**src/rtl/wave_pwm_demod_if.sv**
```systemverilog
// Duty-sample handshake between the PWM demodulator and its consumer.
// The demodulator drives sample/sample_valid, the consumer drives sample_ready.
interface wave_pwm_demod_if #(
  parameter int Dbits = 16
);
  logic [Dbits-1:0] sample;
  logic             sample_valid;
  logic             sample_ready;

  modport master (
    output sample,
    output sample_valid,
    input  sample_ready
  );

  modport slave (
    input  sample,
    input  sample_valid,
    output sample_ready
  );
endinterface

```
**src/rtl/wave_pwm_demod.sv**
```systemverilog
// Receive-side wave-table PWM decoder: syncs to the stream's rising edge and
// measures high time per carrier period, one D-bit duty sample per period.
module wave_pwm_demod #(
  parameter int Dbits = 16,
  parameter int Dover = 1,
  localparam int O    = $clog2(Dbits),
  localparam int W    = Dbits + Dover
) (
  input  logic             clk,
  input  logic             rst,
  input  logic             enable,
  input  logic [O-1:0]     divSel,
  input  logic             pwm_in,
  wave_pwm_demod_if.master smp,
  output logic             overrun,
  output logic             lock_err,
  output logic             locked
);

  typedef enum logic [1:0] {
    IDLE    = 2'd0,
    SEEK    = 2'd1,
    MEASURE = 2'd2
  } state_t;

  state_t           state_reg, state_next;
  logic [W-1:0]     phase_reg, phase_next;
  logic [W-1:0]     duty_reg, duty_next;
  logic [1:0]       good_reg, good_next;
  logic             locked_reg, locked_next;
  logic             lock_err_reg, lock_err_next;
  logic             overrun_reg, overrun_next;
  logic [Dbits-1:0] sample_reg, sample_next;
  logic             valid_reg, valid_next;
  logic [O-1:0]     div_reg;
  // [0] first synchroniser flop, [1] in_s, [2] in_s delayed for edge detect
  logic [2:0]       sync_reg;

  logic             in_s;
  logic             rise;
  logic [W-1:0]     step;
  logic [W-1:0]     contrib;
  logic [W:0]       sum;
  logic [W:0]       total;
  logic [W-1:0]     total_sat;
  logic [Dbits-1:0] frame_sample;
  logic             frame_end;

  always_ff @(posedge clk) begin
    if (rst) begin
      state_reg    <= IDLE;
      phase_reg    <= '0;
      duty_reg     <= '0;
      good_reg     <= '0;
      locked_reg   <= 1'b0;
      lock_err_reg <= 1'b0;
      overrun_reg  <= 1'b0;
      sample_reg   <= '0;
      valid_reg    <= 1'b0;
      div_reg      <= '0;
      sync_reg     <= '0;
    end else begin
      state_reg    <= state_next;
      phase_reg    <= phase_next;
      duty_reg     <= duty_next;
      good_reg     <= good_next;
      locked_reg   <= locked_next;
      lock_err_reg <= lock_err_next;
      overrun_reg  <= overrun_next;
      sample_reg   <= sample_next;
      valid_reg    <= valid_next;
      div_reg      <= divSel;
      sync_reg     <= {sync_reg[1:0], pwm_in};
    end
  end

  always_comb begin
    in_s          = sync_reg[1];
    rise          = sync_reg[1] & ~sync_reg[2];
    step          = W'(1) << divSel;
    contrib       = in_s ? step : '0;
    sum           = {1'b0, phase_reg} + {1'b0, step};
    total         = {1'b0, duty_reg} + {1'b0, contrib};
    // A full-high period overflows by exactly one LSB; clamp to full scale.
    total_sat     = total[W] ? '1 : total[W-1:0];
    frame_sample  = Dbits'(total_sat >> Dover);

    state_next    = state_reg;
    phase_next    = phase_reg;
    duty_next     = duty_reg;
    good_next     = good_reg;
    locked_next   = locked_reg;
    lock_err_next = 1'b0;
    overrun_next  = 1'b0;
    sample_next   = sample_reg;
    valid_next    = valid_reg;
    frame_end     = 1'b0;

    if (!enable) begin
      state_next  = IDLE;
      phase_next  = '0;
      duty_next   = '0;
      good_next   = '0;
      locked_next = 1'b0;
    end else if (state_reg != IDLE && divSel != div_reg) begin
      // New period length: the partial frame is meaningless, hunt for an edge.
      state_next  = SEEK;
      phase_next  = '0;
      duty_next   = '0;
      good_next   = '0;
      locked_next = 1'b0;
    end else begin
      case (state_reg)
        IDLE: begin
          state_next = SEEK;
        end
        SEEK: begin
          if (rise) begin
            state_next = MEASURE;
            phase_next = step;
            duty_next  = step;
          end
        end
        MEASURE: begin
          if (rise && phase_reg != '0) begin
            phase_next    = step;
            duty_next     = step;
            lock_err_next = 1'b1;
            good_next     = '0;
            locked_next   = 1'b0;
          end else if (sum[W]) begin
            frame_end   = 1'b1;
            phase_next  = '0;
            duty_next   = '0;
            good_next   = (good_reg == 2'd2) ? 2'd2 : good_reg + 2'd1;
            locked_next = (good_next == 2'd2);
          end else begin
            phase_next = sum[W-1:0];
            duty_next  = duty_reg + contrib;
          end
        end
        default: begin
          state_next = IDLE;
        end
      endcase
    end

    if (frame_end) begin
      if (!valid_reg || smp.sample_ready) begin
        sample_next = frame_sample;
        valid_next  = 1'b1;
      end else begin
        overrun_next = 1'b1;
      end
    end else if (valid_reg && smp.sample_ready) begin
      valid_next = 1'b0;
    end
  end

  assign smp.sample       = sample_reg;
  assign smp.sample_valid = valid_reg;
  assign overrun          = overrun_reg;
  assign lock_err         = lock_err_reg;
  assign locked           = locked_reg;

endmodule

```
**src/flat_wrapper.sv**
```systemverilog
// flat-port wrapper written by rule: the top's interface ports become plain ports
module wave_pwm_demod_flat 
#(
  parameter int Dbits = 16,
  parameter int Dover = 1,
  localparam int O    = $clog2(Dbits),
  localparam int W    = Dbits + Dover
)
  (clk, rst, enable, divSel, pwm_in, overrun, lock_err, locked, smp_sample, smp_sample_valid, smp_sample_ready);
  wave_pwm_demod_if #(.Dbits(Dbits)) smp_i ();
  input  logic clk;
  input  logic rst;
  input  logic enable;
  input  logic [O-1:0] divSel;
  input  logic pwm_in;
  output logic overrun;
  output logic lock_err;
  output logic locked;
  output wire logic [$bits(smp_i.sample)-1:0] smp_sample;
  output wire logic [$bits(smp_i.sample_valid)-1:0] smp_sample_valid;
  input wire logic [$bits(smp_i.sample_ready)-1:0] smp_sample_ready;
  assign smp_sample = smp_i.sample;
  assign smp_sample_valid = smp_i.sample_valid;
  assign smp_i.sample_ready = smp_sample_ready;
  wave_pwm_demod #(.Dbits(Dbits), .Dover(Dover)) u_core (.clk(clk), .rst(rst), .enable(enable), .divSel(divSel), .pwm_in(pwm_in), .smp(smp_i), .overrun(overrun), .lock_err(lock_err), .locked(locked));
endmodule
```
**config.mk**
```make
export PLATFORM = sky130hd
export DESIGN_NAME = wave_pwm_demod_flat
export DESIGN_NICKNAME = d
export VERILOG_FILES = /design/src/rtl/wave_pwm_demod_if.sv /design/src/rtl/wave_pwm_demod.sv /design/src/flat_wrapper.sv
export SDC_FILE = /design/constraint.sdc
export NUM_CORES = 1
export LEC_CHECK = 0
export BUFFER_PORTS_ARGS = -buffer_cell sky130_fd_sc_hd__buf_2
export CORE_ASPECT_RATIO = 0.6
export CORE_MARGIN = 2
export CORE_UTILIZATION = 55
export CTS_CLUSTER_SIZE = 12
export DETAILED_ROUTE_END_ITERATION = 6
export GPL_ROUTABILITY_DRIVEN = 0
export PLACE_DENSITY = 0.71
export SLEW_MARGIN = 20
export SYNTH_ARGS = -nofsm -noshare
export SYNTH_HDL_FRONTEND = slang
export SYNTH_SLANG_ARGS = --single-unit
```
**constraint.sdc**
```tcl
create_clock -name clk -period 9.4 [get_ports clk]
set_clock_uncertainty 0.05 [all_clocks]
set_input_delay 0.94 -clock clk [delete_from_list [all_inputs] [get_ports clk]]
set_output_delay 0.94 -clock clk [all_outputs]
set_load 0.01 [all_outputs]
```
# [Word-level counts from Yosys, hierarchy flattened]
# Index checks and enable logic that the tools add are counted.
[classes] n_reduce_logical=21 n_eq_ne=9 n_bitwise=5 n_mux=27 add_sub_neg=4 n_shift=1
[ops] cell="17-bit two-way mux" n=7
[ops] cell="17-bit one-hot mux with 2 select lines" n=2
[ops] cell="17-bit by 17-bit adder with 18-bit output" n=2
[ops] cell="17-bit adder" n=1
[ops] cell="17-bit nonzero test" n=1
[ops] cell="1-bit by 4-bit left shift with 17-bit output, first input constant" n=1
[ops] cell="1-bit two-way mux" n=13
[ops] cell="2-bit AND reduction" n=6
[ops] cell="2-bit two-way mux" n=4
[ops] cell="2-bit nonzero test" n=4
[ops] cell="2-bit equality test, second input constant" n=3
[ops] cell="2-bit one-hot mux with 3 select lines" n=1
[ops] cell="2-bit by 1-bit inequality test with 1-bit output, second input constant" n=2
[ops] cell="4-bit inequality test" n=1
[ops] cell="1-bit NOT" n=4
[ops] cell="2-bit OR reduction" n=2
[ops] cell="4-bit OR reduction" n=1
[ops] cell="1-bit logical AND" n=3
[ops] cell="3-bit by 1-bit inequality test with 1-bit output, second input constant" n=1
[ops] cell="3-bit OR reduction" n=1
[ops] cell="2-bit by 1-bit adder with 2-bit output, second input constant" n=1
[ops] cell="2-bit by 1-bit equality test with 1-bit output, second input constant" n=1
[ops] cell="2-bit zero test" n=1
[ops] cell="2-bit inequality test, second input constant" n=1
[ops] cell="other kinds (3)" n=3
[word_totals] output_inout_bits=20 word_cells=79 regBits=65 inputBits=9

# [Longest topological paths before layout]
[logic_depth] depth_word=9 depth_mapped=15 depth_no_buf=13

# [Worst setup path after synthesis]
# No wires, ideal clock.
[synth_timing] kind="input-to-reg" from="input divSel[3]" to="register u_core.sample_reg[15] (netlist: u_core.smp.sample[15])" path_stages=13 slack_ns=5.474 setup_time_ns=0.117 arrival_ns=3.759 path_buffers=1 path_cell_list="clkbuf_1 -> nor4_1 -> and2_1 -> ha_1 -> inv_1 -> fa_1 -> nand2b_1 -> a21oi_1 -> o21ai_0 -> a211oi_1 -> a21oi_1 -> or3_1 -> a32o_1"
[synth_via] elab_chain_cells=8 elab_cells_between_ends=13 classes_between="2 x add/sub; 1 x eq/ne; 1 x shift; 7 x mux; 2 x reduce/logical"
[synth_rtl] element="start: declaration" line="flat_wrapper.sv:14" text="input logic [O-1:0] divSel;"
[synth_rtl] element="1-bit by 4-bit left shift with 17-bit output" line="wave_pwm_demod.sv:80" text="step = W'(1) << divSel;"
[synth_rtl] element="17-bit by 17-bit adder with 18-bit output" line="wave_pwm_demod.sv:82" text="sum = {1'b0, phase_reg} + {1'b0, step};"
[synth_rtl] element="1-bit two-way mux" line="wave_pwm_demod.sv:131" text="end else if (sum[W]) begin"
[synth_rtl] element="1-bit two-way mux" line="wave_pwm_demod.sv:125" text="if (rise && phase_reg != '0) begin"
[synth_rtl] element="1-bit two-way mux" line="wave_pwm_demod.sv:113" text="case (state_reg)"
[synth_rtl] element="1-bit two-way mux" line="wave_pwm_demod.sv:105" text="end else if (state_reg != IDLE && divSel != div_reg) begin"
[synth_rtl] element="1-bit two-way mux" line="wave_pwm_demod.sv:99" text="if (!enable) begin"
[synth_rtl] element="2-bit AND reduction (no source line)"
[synth_rtl] element="end signal: assignment" line="wave_pwm_demod.sv:70" text="sample_reg <= sample_next;"
[synth_rtl] element="end: declaration" line="wave_pwm_demod.sv:33" text="logic [Dbits-1:0] sample_reg, sample_next;"
# Several ways; a longest one is shown, not always the timed one.
# A chain may end at the register's enable or synchronous reset.

# [Final worst setup path]
[layout_timing] from="input divSel[0]" to="register u_core.duty_reg[2]"
[layout_via] elab_chain_cells=6 elab_cells_between_ends=11 classes_between="2 x add/sub; 1 x eq/ne; 1 x shift; 5 x mux; 2 x reduce/logical"
[layout_rtl] element="1-bit by 4-bit left shift with 17-bit output" line="wave_pwm_demod.sv:80"
[layout_rtl] element="17-bit two-way mux" line="wave_pwm_demod.sv:81" text="contrib = in_s ? step : '0;"
[layout_rtl] element="17-bit adder" line="wave_pwm_demod.sv:139" text="duty_next = duty_reg + contrib;"
[layout_rtl] element="17-bit two-way mux" line="wave_pwm_demod.sv:131"
[layout_rtl] element="17-bit two-way mux" line="wave_pwm_demod.sv:125"
[layout_rtl] element="17-bit one-hot mux with 2 select lines" line="wave_pwm_demod.sv:113"
[layout_rtl] element="end signal: assignment" line="wave_pwm_demod.sv:65" text="duty_reg <= duty_next;"
[layout_rtl] element="end: declaration" line="wave_pwm_demod.sv:28" text="logic [W-1:0] duty_reg, duty_next;"
# Several ways; a longest one is shown, not always the timed one. The select of a mux whose other input is x is not followed.

==> results.md <==
- Placed Cells: 696
- Max-slew headroom: 0.350
- Outcome: finished, final reports clean
- Top FF cell, synth: dfxtp_1
- P per Cell Area: 129 mW/mm2
- TritonRoute pass-1 iters: 5
- Worst Setup End Kind: flip-flop
- Final period utilization: 0.443
- TritonCTS clock tree: yes
- Fin util: 0.631
- Max Cap Viol: 0
- Post-CTS Resized: 0
- Layout area overhead: 9.27%
- Yosys warning count: 0
- Post-CTS setup buffers: 0
- Worst Max-Slew Pin Slew: 0.972 ns
- Post-synth EDFFs: 0
- Met2 GRT Util: 0.425
- Hold path cells: 1
- Global route overflow: 0
- Worst Path Class, Setup: input pin to flip-flop
- Met3 Use GR: 0.139
- Total CTS buffers: 9
- Commonest non-fill, non-tap cells in the layout: 64 x dfxtp_1, 63 x a21oi_1, 58 x o21ai_0
- Pleak: 2.18 nW
- Multi-input gate area: 0.00313 mm2
- Hold-fix buffers, CTS: 0
- Layout cells sized above 1: 0.118
- Max VDD drop: 0.000118 V
- DRT Wirelength: 13900 um
- Logic pwr share: 0.066
- First-pass GRT wire length: 21500 um
- Skew-Pair Late Insertion Delay: 0.34 ns
- Cell Area, Synth: around 0.0046 mm2
- Row cnt: 25
- RSZ-0062 raised after global routing: no
- Cells after synthesis: 586
- Worst reg2reg path depth: 11
- Initial antenna violation count: 0
- Critical Path Start Type: input pin
- Sequential fraction of the synthesis area: 0.276
- Die height: between 70 and 80 um
- Crit-path max FO: 12
- Die area: 0.00921 mm2
- Antenna cells: 0
- Switching share of power: 0.249
- Initial Util: 0.577
- Register Area: 0.00128 mm2
- Number of global-route vias before repair: just over 4000
- Max clock buf depth: 2
- Share of the synthesized area in the top cell type: 0.276
- Layer with the highest usage: met1
- CTS clk-pin slew, worst paths: 0.05 ns
- H-tree depth: 3
- Routed vias/inst: 6.40
- IO buf count: 28
- Vias post-DR: 4559
- Count of cell types in the netlist: slightly above 60
- CORE AREA: between 0.008 and 0.009 mm2
- Critical path arrival: roughly 4.4 ns
- Clk root buf: clkbuf_16
- Top post-synthesis cells by area: dfxtp_1 28%, ha_1 8.9%, a21oi_1 6.8%
- Avg Cell Area, Syn: 7.92 um2
- Final hold violations: 0
- Number of clock sinks: 64
- Yosys top cell by area: dfxtp_1
- Crit path time final: 4.16 ns
- Syn_nets: 630
- Internal: 0.492 mW
- HPWL Detailed: about 10000 um
- Pins over their slew limit: 0
- Boundary pin count: 29
- Fmax: between 0.2 and 0.25 GHz
- Worst Path Required: slightly below 10 ns
- Initial DRC Count: approximately 440
- Non-Filler Instances: 712
- P_sw: 0.164 mW
- Post-synth ARST share: 0
- DRT antenna net count: 0
- Seq cells post-synth: 64
- M1 GR Usage: 0.447
- Commonest non-fill, non-tap cell in the layout: dfxtp_1
- Die width: 123 um
- Number of fill cells: 704
- Hold Path Class: flip-flop to flip-flop
- Clk pwr share: 0.512
- GRT Util Overall: 0.313
- Largest net degree at the start of global routing: 33
- DRC Markers: 0
- WL/cell: between 15 and 20 um
- TNS Setup: 0 ns
- Fin nets: 643
- Seq pwr share: 0.422
- Final setup viols: 0
final cells by class:
class / count / share of cell area
Inverter: 18 / 0.0133
Tap cell: 108 / 0.0266
Multi-Input combinational cell: 476 / 0.618
Sequential cell: 64 / 0.253
Clock inverter: 7 / 0.0143
Clock buffer: 9 / 0.0444
Timing Repair Buffer: 30 / 0.0306
kinds of logic after synthesis:
group	after synthesis	share of synthesized area
XOR/XNOR	23	0.0434
AO/OA/AOI/OAI	214	0.302
AND/OR/NAND/NOR	203	0.230
adder cells (fa/ha/maj)	35	0.0976
flip-flops	64	0.276
buffers and inverters	46	0.0493
multiplexers	1	0.00216
final timing paths:
check	startpoint	to	slack, ns
hold / removal	u_core.sync_reg[0]	u_core.sync_reg[1]	0.41
setup reg to reg	u_core.sync_reg[1]	u_core.smp.sample[15]	5.76
hold reg to reg	u_core.sync_reg[0]	u_core.sync_reg[1]	0.41
setup / recovery	divSel[0]	u_core.duty_reg[2]	5.24
layer usage:
| metal | part of all wire | routed length (um) |
|---|---|---|
| met1 | 0.46 | 6370 |
| met2 | 0.38 | 5330 |
| met3 | 0.14 | 1920 |
| met4 | 0.017 | 238 |
| met5 | 0 | 0 |
synthesized netlist by cell type (7+ instances only):
cell type	n
o211ai_1	9
nor2_1	52
and2_1	10
a21oi_1	63
nor3_1	24
xor2_1	11
dfxtp_1	64
xnor2_1	12
nand2_1	30
a211oi_1	13
nand3_1	9
o211a_1	9
o21a_1	10
clkbuf_1	15
nand2b_1	19
o21ai_0	59
nor2b_1	17
ha_1	33
a21o_1	11
inv_1	18
a211oi_2	7
nor4_1	9
and3_1	11
power groups by stage:
stage / sequential, mW / combinational (mW) / clock [mW]
2_1_floorplan: 0.281 / 0.0320 / 0
3_3_place_gp: 0.282 / 0.0412 / 0
3_5_place_dp: 0.282 / 0.0419 / 0
4_1_cts: 0.277 / 0.0423 / 0.340
5_1_grt: 0.277 / 0.0473 / 0.352
6_report: 0.277 / 0.0435 / 0.336
critical path, cell delays in order:
cell and delay (ns):
buf_2 0.17, nand2b_1 0.21, nor3_1 0.54, ha_1 0.42, a21oi_2 0.23, o211ai_1 0.11, a21oi_1 0.31, o21ai_1 0.22
o21ai_0 0.75, a31oi_1 0.29, nor3_1 0.18
metrics by stage:
step	worst slack [ns]	power, mW	hold slack [ns]	area, um2
after floorplan	5.47	0.313	0.364	4640
after CTS	5.32	0.659	0.411	5070
after global routing	5.03	0.676	0.416	5070
after detailed placement	4.99	0.324	0.383	4770
after global placement	5.04	0.324	0.379	4770
final	5.24	0.656	0.411	5070
Power figures use the tool's default switching activity.
